===== config.mk =====
export PLATFORM = sky130hd
export DESIGN_NAME = link_sync_ctrl
export DESIGN_NICKNAME = d
export VERILOG_FILES = /design/src/rtl/link_sync_pkg.sv /design/src/rtl/link_sync_satcnt.sv /design/src/rtl/link_sync_ctrl.sv
export SDC_FILE = /design/constraint.sdc
export NUM_CORES = 1
export LEC_CHECK = 0
export CAP_MARGIN = 10
export CORE_ASPECT_RATIO = 0.8
export CORE_UTILIZATION = 30
export CTS_BUF_LIST = sky130_fd_sc_hd__clkbuf_8
export CTS_CLUSTER_DIAMETER = 150
export CTS_CLUSTER_SIZE = 8
export DETAILED_ROUTE_END_ITERATION = 8
export GPL_TIMING_DRIVEN = 1
export PLACE_DENSITY = 0.64
export REMOVE_ABC_BUFFERS = 1
export SETUP_SLACK_MARGIN = 0.15
export SLEW_MARGIN = 20
export SYNTH_ARGS = -nofsm -noshare
export SYNTH_HDL_FRONTEND = slang
export SYNTH_SLANG_ARGS = --single-unit

===== constraint.sdc =====
create_clock -name clk_i -period 5.3 [get_ports clk_i]
set_input_delay 0.53 -clock clk_i [delete_from_list [all_inputs] [get_ports clk_i]]
set_output_delay 0.53 -clock clk_i [all_outputs]
set_load 0.005 [all_outputs]

===== src/rtl/link_sync_pkg.sv =====
// Shared types and constants for the link synchronisation controller.
package link_sync_pkg;

  localparam int unsigned WORD_W = 9;

  // K28.5 comma: bit 8 is the K flag, bits 7:0 are the 8b symbol.
  localparam logic [WORD_W-1:0] K28_5 = 9'h1BC;

  typedef enum logic [1:0] {
    LOS   = 2'd0,
    ACQ   = 2'd1,
    SYNC  = 2'd2,
    CHECK = 2'd3
  } state_t;

endpackage


===== src/rtl/link_sync_satcnt.sv =====
// Parameterised-width saturating up-counter used for link statistics.
module link_sync_satcnt
  import link_sync_pkg::*;
#(
  parameter int unsigned WIDTH = 16
) (
  input  logic             clk,
  input  logic             rst_n,
  input  logic             inc,
  output logic [WIDTH-1:0] count
);

  // Count increment requests, holding at all-ones.
  always_ff @(posedge clk or negedge rst_n) begin
    if (!rst_n) begin
      count <= '0;
    end else if (inc && (count != '1)) begin
      count <= count + 1'b1;
    end
  end

endmodule


===== src/rtl/link_sync_ctrl.sv =====
// Word-alignment / loss-of-sync controller for an 8b10b receive path.
// Optional statistics counters enabled by defining LINK_SYNC_STATS_EN.
module link_sync_ctrl
  import link_sync_pkg::*;
#(
  parameter logic [WORD_W-1:0] COMMA     = K28_5,
  parameter int unsigned       COMMA_CNT = 3,
  parameter int unsigned       SLIP_TMO  = 20,
  parameter int unsigned       SLIP_WAIT = 2,
  parameter int unsigned       ERR_MAX   = 4,
  parameter int unsigned       GOOD_CNT  = 4
) (
  input  logic              clk_i,
  input  logic              rst_ni,
  input  logic [WORD_W-1:0] word_i,
  input  logic              word_vld_i,
  input  logic              word_err_i,
  input  logic              force_resync_i,
  output logic              bitslip_o,
  output logic              sync_o,
  output logic [1:0]        state_o,
  output logic [2:0]        err_cnt_o,
  output logic [WORD_W-1:0] word_o,
  output logic              word_vld_o,
  output logic [15:0]       loss_cnt_o,
  output logic [15:0]       slip_cnt_o
);

  localparam int unsigned MISS_W  = $clog2(SLIP_TMO + 1);
  localparam int unsigned BLANK_W = $clog2(SLIP_WAIT + 1);
  localparam int unsigned COMMA_W = $clog2(COMMA_CNT + 1);
  localparam int unsigned ERR_W   = $clog2(ERR_MAX + 1);
  localparam int unsigned GOOD_W  = $clog2(GOOD_CNT + 1);

  state_t               state;
  logic [MISS_W-1:0]    miss_cnt;
  logic [BLANK_W-1:0]   blank_cnt;
  logic [COMMA_W-1:0]   comma_cnt;
  logic [ERR_W-1:0]     err_cnt;
  logic [GOOD_W-1:0]    good_cnt;
  logic                 is_comma;

  assign is_comma  = (word_i == COMMA);
  assign state_o   = state;
  assign sync_o    = (state == SYNC) || (state == CHECK);
  assign err_cnt_o = 3'(err_cnt);

  // Sync FSM, its counters and the registered bitslip/forwarding outputs.
  // Forwarding is decided per branch from the state being entered, so a
  // word that completes acquisition is forwarded and one that drops to LOS
  // is not.
  always_ff @(posedge clk_i or negedge rst_ni) begin
    if (!rst_ni) begin
      state      <= LOS;
      miss_cnt   <= '0;
      blank_cnt  <= '0;
      comma_cnt  <= '0;
      err_cnt    <= '0;
      good_cnt   <= '0;
      bitslip_o  <= 1'b0;
      word_vld_o <= 1'b0;
      word_o     <= '0;
    end else begin
      bitslip_o  <= 1'b0;
      word_vld_o <= 1'b0;
      if (force_resync_i) begin
        state     <= LOS;
        miss_cnt  <= '0;
        blank_cnt <= '0;
        comma_cnt <= '0;
        err_cnt   <= '0;
        good_cnt  <= '0;
      end else if (word_vld_i) begin
        case (state)
          LOS: begin
            if (blank_cnt != '0) begin
              blank_cnt <= blank_cnt - 1'b1;
            end else if (is_comma && !word_err_i) begin
              state     <= ACQ;
              comma_cnt <= COMMA_W'(1);
              miss_cnt  <= '0;
            end else if (miss_cnt == MISS_W'(SLIP_TMO - 1)) begin
              bitslip_o <= 1'b1;
              miss_cnt  <= '0;
              blank_cnt <= BLANK_W'(SLIP_WAIT);
            end else begin
              miss_cnt <= miss_cnt + 1'b1;
            end
          end
          ACQ: begin
            if (word_err_i) begin
              state     <= LOS;
              miss_cnt  <= '0;
              comma_cnt <= '0;
            end else if (is_comma) begin
              if (comma_cnt == COMMA_W'(COMMA_CNT - 1)) begin
                state      <= SYNC;
                comma_cnt  <= '0;
                word_vld_o <= 1'b1;
                word_o     <= word_i;
              end else begin
                comma_cnt <= comma_cnt + 1'b1;
              end
            end
          end
          SYNC: begin
            word_vld_o <= 1'b1;
            word_o     <= word_i;
            if (word_err_i) begin
              state    <= CHECK;
              err_cnt  <= ERR_W'(1);
              good_cnt <= '0;
            end
          end
          CHECK: begin
            if (word_err_i) begin
              good_cnt <= '0;
              if (err_cnt == ERR_W'(ERR_MAX - 1)) begin
                state    <= LOS;
                err_cnt  <= '0;
                miss_cnt <= '0;
              end else begin
                err_cnt    <= err_cnt + 1'b1;
                word_vld_o <= 1'b1;
                word_o     <= word_i;
              end
            end else begin
              word_vld_o <= 1'b1;
              word_o     <= word_i;
              if (good_cnt == GOOD_W'(GOOD_CNT - 1)) begin
                good_cnt <= '0;
                err_cnt  <= err_cnt - 1'b1;
                if (err_cnt == ERR_W'(1)) begin
                  state <= SYNC;
                end
              end else begin
                good_cnt <= good_cnt + 1'b1;
              end
            end
          end
          default: state <= LOS;
        endcase
      end
    end
  end

`ifdef LINK_SYNC_STATS_EN
  logic sync_d;
  logic loss_inc;

  // Every exit from SYNC/CHECK lands in LOS, so a falling sync_o marks a
  // loss event; counters therefore lag the state change by one cycle.
  always_ff @(posedge clk_i or negedge rst_ni) begin
    if (!rst_ni) begin
      sync_d <= 1'b0;
    end else begin
      sync_d <= sync_o;
    end
  end

  assign loss_inc = sync_d & ~sync_o;

  link_sync_satcnt #(.WIDTH(16)) u_loss_cnt (
    .clk   (clk_i),
    .rst_n (rst_ni),
    .inc   (loss_inc),
    .count (loss_cnt_o)
  );

  link_sync_satcnt #(.WIDTH(16)) u_slip_cnt (
    .clk   (clk_i),
    .rst_n (rst_ni),
    .inc   (bitslip_o),
    .count (slip_cnt_o)
  );
`else
  assign loss_cnt_o = '0;
  assign slip_cnt_o = '0;
`endif

endmodule


==> load_flow_metrics.sql <==
INSERT INTO impl_metrics (metric_group, metric, value, unit) VALUES
('outcome', 'outcome', 'finished clean', ''),
('yosys', 'synth-edff-count', '0', ''),
('drt', 'dr_vias', '1396', ''),
('yosys', 'synth_compound_area_frac', '0.1289', ''),
('yosys', 'dominantRegCellSynth', 'sky130_fd_sc_hd__dfrtp_1', ''),
('placement', 'postPlaceCellArea', '2172', 'um^2'),
('yosys', 'synth_simple_gate_area_frac', '0.2031', ''),
('yosys', 'synth_largest_type_area_fraction', '0.3611', ''),
('grt', 'grt_antenna_before_repair', '0', ''),
('sta', 'final.min_clock_period', '2.601', 'ns'),
('critical_path', 'reg2reg_slack', '3.06', 'ns'),
('clocking', 'cts.htree.levels', '1', ''),
('grt', 'leftover_overflow_at_the_end_of_global_routing', '0', ''),
('critical_path', 'critical_path_end_type', 'register', ''),
('layout', 'postLayoutCellArea', '2243', 'um^2'),
('sta', 'worst_slew_pin_slew', '0.6834', 'ns'),
('grt', 'grt_start_max_net_pins', '29', ''),
('layout', 'drive_gt1_frac', '0.1071', ''),
('drt', 'routed_wire_length_per_instance', '12.02', 'um'),
('grt', 'grt_first_pass_wirelength', '6009', 'um'),
('pwr', 'pwr_total', '449.2', 'uW'),
('yosys', 'yosys_warnings', '0', ''),
('yosys', 'postSynthCellCount', '200', ''),
('clocking', 'post-cts-setup-buffer-count', '0', ''),
('layout', 'layout.nets', '246', ''),
('clocking', 'cts_tree', 'yes', ''),
('yosys', 'synth_seq_cells', '28', ''),
('yosys', 'yosysTopAreaCell', 'sky130_fd_sc_hd__dfrtp_1', ''),
('yosys', 'syn-mean-instance-area', '9.703', 'um^2'),
('clocking', 'postCtsResizedCells', '0', ''),
('yosys', 'yosys-top-cells-area', 'sky130_fd_sc_hd__dfrtp_1, sky130_fd_sc_hd__buf_4, sky130_fd_sc_hd__mux2_4, sky130_fd_sc_hd__ha_1, sky130_fd_sc_hd__nand2_1', ''),
('yosys', 'synth-seq-area-share', '0.3611', ''),
('drt', 'route.detailed.vias_per_inst', '4.577', ''),
('floorplanning', 'fp.dieW', '91.92', 'um'),
('sta', 'maxSlewHeadroom', '0.5380', ''),
('sta', 'rsz0062_at_grt', 'false', ''),
('sta', 'timing_limited_maximum_frequency', '384.5', 'MHz'),
('yosys', 'synthesis.area', '1941', 'um^2'),
('sta', 'setup-tns-final', '0', 'ns'),
('drt', 'route.final.wire_length', '3665', 'um'),
('placement', 'dp_hpwl', '2670', 'um'),
('placement', 'portBuffers', '30', ''),
('critical_path', 'largest_driver_fanout_on_the_critical_path', '14', ''),
('clocking', 'cts_inserted_buffers', '3', ''),
('sta', 'finalWorstSetupSlack', '2.699', 'ns'),
('layout', 'antenna_cells_inserted', '0', ''),
('critical_path', 'cp-start-kind', 'input pin', ''),
('sta', 'final-setup-viol-count', '0', ''),
('placement', 'preCtsSetupSlack', '2.381', 'ns'),
('yosys', 'ys_async_sr_fraction', '1.000', ''),
('clocking', 'cts_hold_buf', '0', ''),
('floorplanning', 'floorplan.initialDensity', '0.3198', ''),
('critical_path', 'worst_setup_path_startpoint', 'word_err_i', ''),
('critical_path', 'critical_path_arrival', '2.78', 'ns'),
('floorplanning', 'num_rows', '25', ''),
('pwr', 'vdd.ir_drop.worst', '0.1090', 'mV'),
('yosys', 'post_synth_mux_area_share', '0.08640', ''),
('sta', 'final-hold-violation-count', '0', ''),
('drt', 'drc_errors', '0', ''),
('clocking', 'ctsLongestPathBuffers', '2', ''),
('sta', 'final_min_period_over_clock_period', '0.4907', ''),
('yosys', 'synthAdderAreaFrac', '0.04513', ''),
('critical_path', 'critical_path_class', 'input pin to register', ''),
('job', 'max_cap_violations', '0', ''),
('placement', 'routabilityCongestion', '0.7484', ''),
('yosys', 'ys_types', '50', ''),
('critical_path', 'required', '5.48', 'ns'),
('pwr', 'power.static_leakage', '1.054', 'nW'),
('clocking', 'skew_pair_late_insertion_delay', '0.29', 'ns'),
('yosys', 'largest_family_of_logic_cells_by_synthesized_area', 'simple AND/OR/NAND/NOR gates', ''),
('worst_hold_path', 'hold_path_startpoint', 'miss_cnt[0]', '');
through the flow:
stage,hold slack (ns),instances,util
2_1_floorplan,0.2344,189,-
3_3_place_gp,0.4972,301,0.3579
3_5_place_dp,0.4981,301,0.3579
4_1_cts,0.5171,305,0.3697
5_1_grt,0.5380,305,0.3697
6_report,0.5144,305,0.3697
metal layers:
metal,up-vias,routed length [um],track usage
li1,689,-,-
met2,46,1620,0.1758
met3,3,240,0.03476
met4,0,25,0.02604
met5,-,0,0
met1,658,1779,0.1537
final timing paths:
path                          endpoint  depth (start not counted)
max                          word_o[2]                          6
min                        miss_cnt[0]                          1
max reg2reg                  word_o[2]                          5
min reg2reg                miss_cnt[0]                          1
max in group asynchronous  miss_cnt[2]                          2
min in group asynchronous   word_vld_o                          2
cell usage after synthesis, types with 3 or more instances:
master                     instances
sky130_fd_sc_hd__or2_2             3
sky130_fd_sc_hd__a41o_1            3
sky130_fd_sc_hd__o21ai_1           3
sky130_fd_sc_hd__clkbuf_1          4
sky130_fd_sc_hd__inv_1             9
sky130_fd_sc_hd__nand2_1          17
sky130_fd_sc_hd__nand3_1           6
sky130_fd_sc_hd__dfrtp_1          28
sky130_fd_sc_hd__nand3b_1          5
sky130_fd_sc_hd__nand2b_1          5
sky130_fd_sc_hd__buf_2             4
sky130_fd_sc_hd__nor2_1            8
sky130_fd_sc_hd__mux2_4            9
sky130_fd_sc_hd__buf_4            33
sky130_fd_sc_hd__ha_1              7
sky130_fd_sc_hd__a21oi_1           6
sky130_fd_sc_hd__nor4b_1           3
sky130_fd_sc_hd__o31ai_1           4
sky130_fd_sc_hd__o21ai_0           5
cell type report:
type / count / area, um^2
clock inverters: 1 / 30.03
clock buffers: 3 / 41.29
flip-flops and latches: 28 / 700.7
multi-input cells: 152 / 1028
inverters: 9 / 33.78
well taps: 81 / 101.3
repair buffers: 31 / 307.8
fillers: 630 / 3825
critical path: stages:
cell	delay, ns
sky130_fd_sc_hd__clkdlybuf4s50_1	0.68
sky130_fd_sc_hd__and3b_1	0.36
sky130_fd_sc_hd__a21boi_0	0.18
sky130_fd_sc_hd__a41o_1	0.11
sky130_fd_sc_hd__nand3b_1	0.44
sky130_fd_sc_hd__mux2_4	0.47
power by group:
part / internal, mW / switching (mW)
clock network: 0.101 / 0.0737
registers: 0.218 / 0.00528
logic: 0.0212 / 0.0295
cells in the final DEF, fill, tap and decap left out, types with 2 or more instances in the layout:
| cell | count |
|---|---|
| sky130_fd_sc_hd__ha_1 | 7 |
| sky130_fd_sc_hd__a21oi_1 | 6 |
| sky130_fd_sc_hd__nand3_1 | 6 |
| sky130_fd_sc_hd__and3b_1 | 2 |
| sky130_fd_sc_hd__o221ai_1 | 2 |
| sky130_fd_sc_hd__clkbuf_8 | 3 |
| sky130_fd_sc_hd__nor4b_1 | 3 |
| sky130_fd_sc_hd__nand2_1 | 17 |
| sky130_fd_sc_hd__nor3_1 | 2 |
| sky130_fd_sc_hd__o31ai_1 | 4 |
| sky130_fd_sc_hd__o211a_1 | 2 |
| sky130_fd_sc_hd__inv_1 | 9 |
| sky130_fd_sc_hd__clkdlybuf4s50_1 | 30 |
| sky130_fd_sc_hd__a41o_1 | 3 |
| sky130_fd_sc_hd__conb_1 | 32 |
| sky130_fd_sc_hd__o31a_1 | 2 |
| sky130_fd_sc_hd__nor4_1 | 2 |
| sky130_fd_sc_hd__o21ai_0 | 5 |
| sky130_fd_sc_hd__nor2_1 | 8 |
| sky130_fd_sc_hd__mux2_2 | 2 |
| sky130_fd_sc_hd__mux2_4 | 9 |
| sky130_fd_sc_hd__o21ai_1 | 3 |
| sky130_fd_sc_hd__dfrtp_1 | 28 |
| sky130_fd_sc_hd__nand2b_1 | 5 |
| sky130_fd_sc_hd__or2_2 | 3 |
| sky130_fd_sc_hd__nand3b_1 | 5 |
kinds of logic (layout without fill, tap and decap cells):
group | Yosys count | after routing
flops | 28 | 28
simple gates | 65 | 65
buf+inv | 51 | 44
compound gates | 35 | 35
fa+ha+maj | 7 | 7
xor+xnor | 1 | 1
other cells | 1 | 32
mux | 12 | 12
registers in the layout, indices dropped and copies added (netlist names):
signal / flops
bitslip_o: 1
comma_cnt: 2
err_cnt_o: 3
blank_cnt: 2
word_o: 9
state_o: 2
miss_cnt: 5
good_cnt: 3
word_vld_o: 1
No activity file was read; power rests on OpenSTA's default activity.
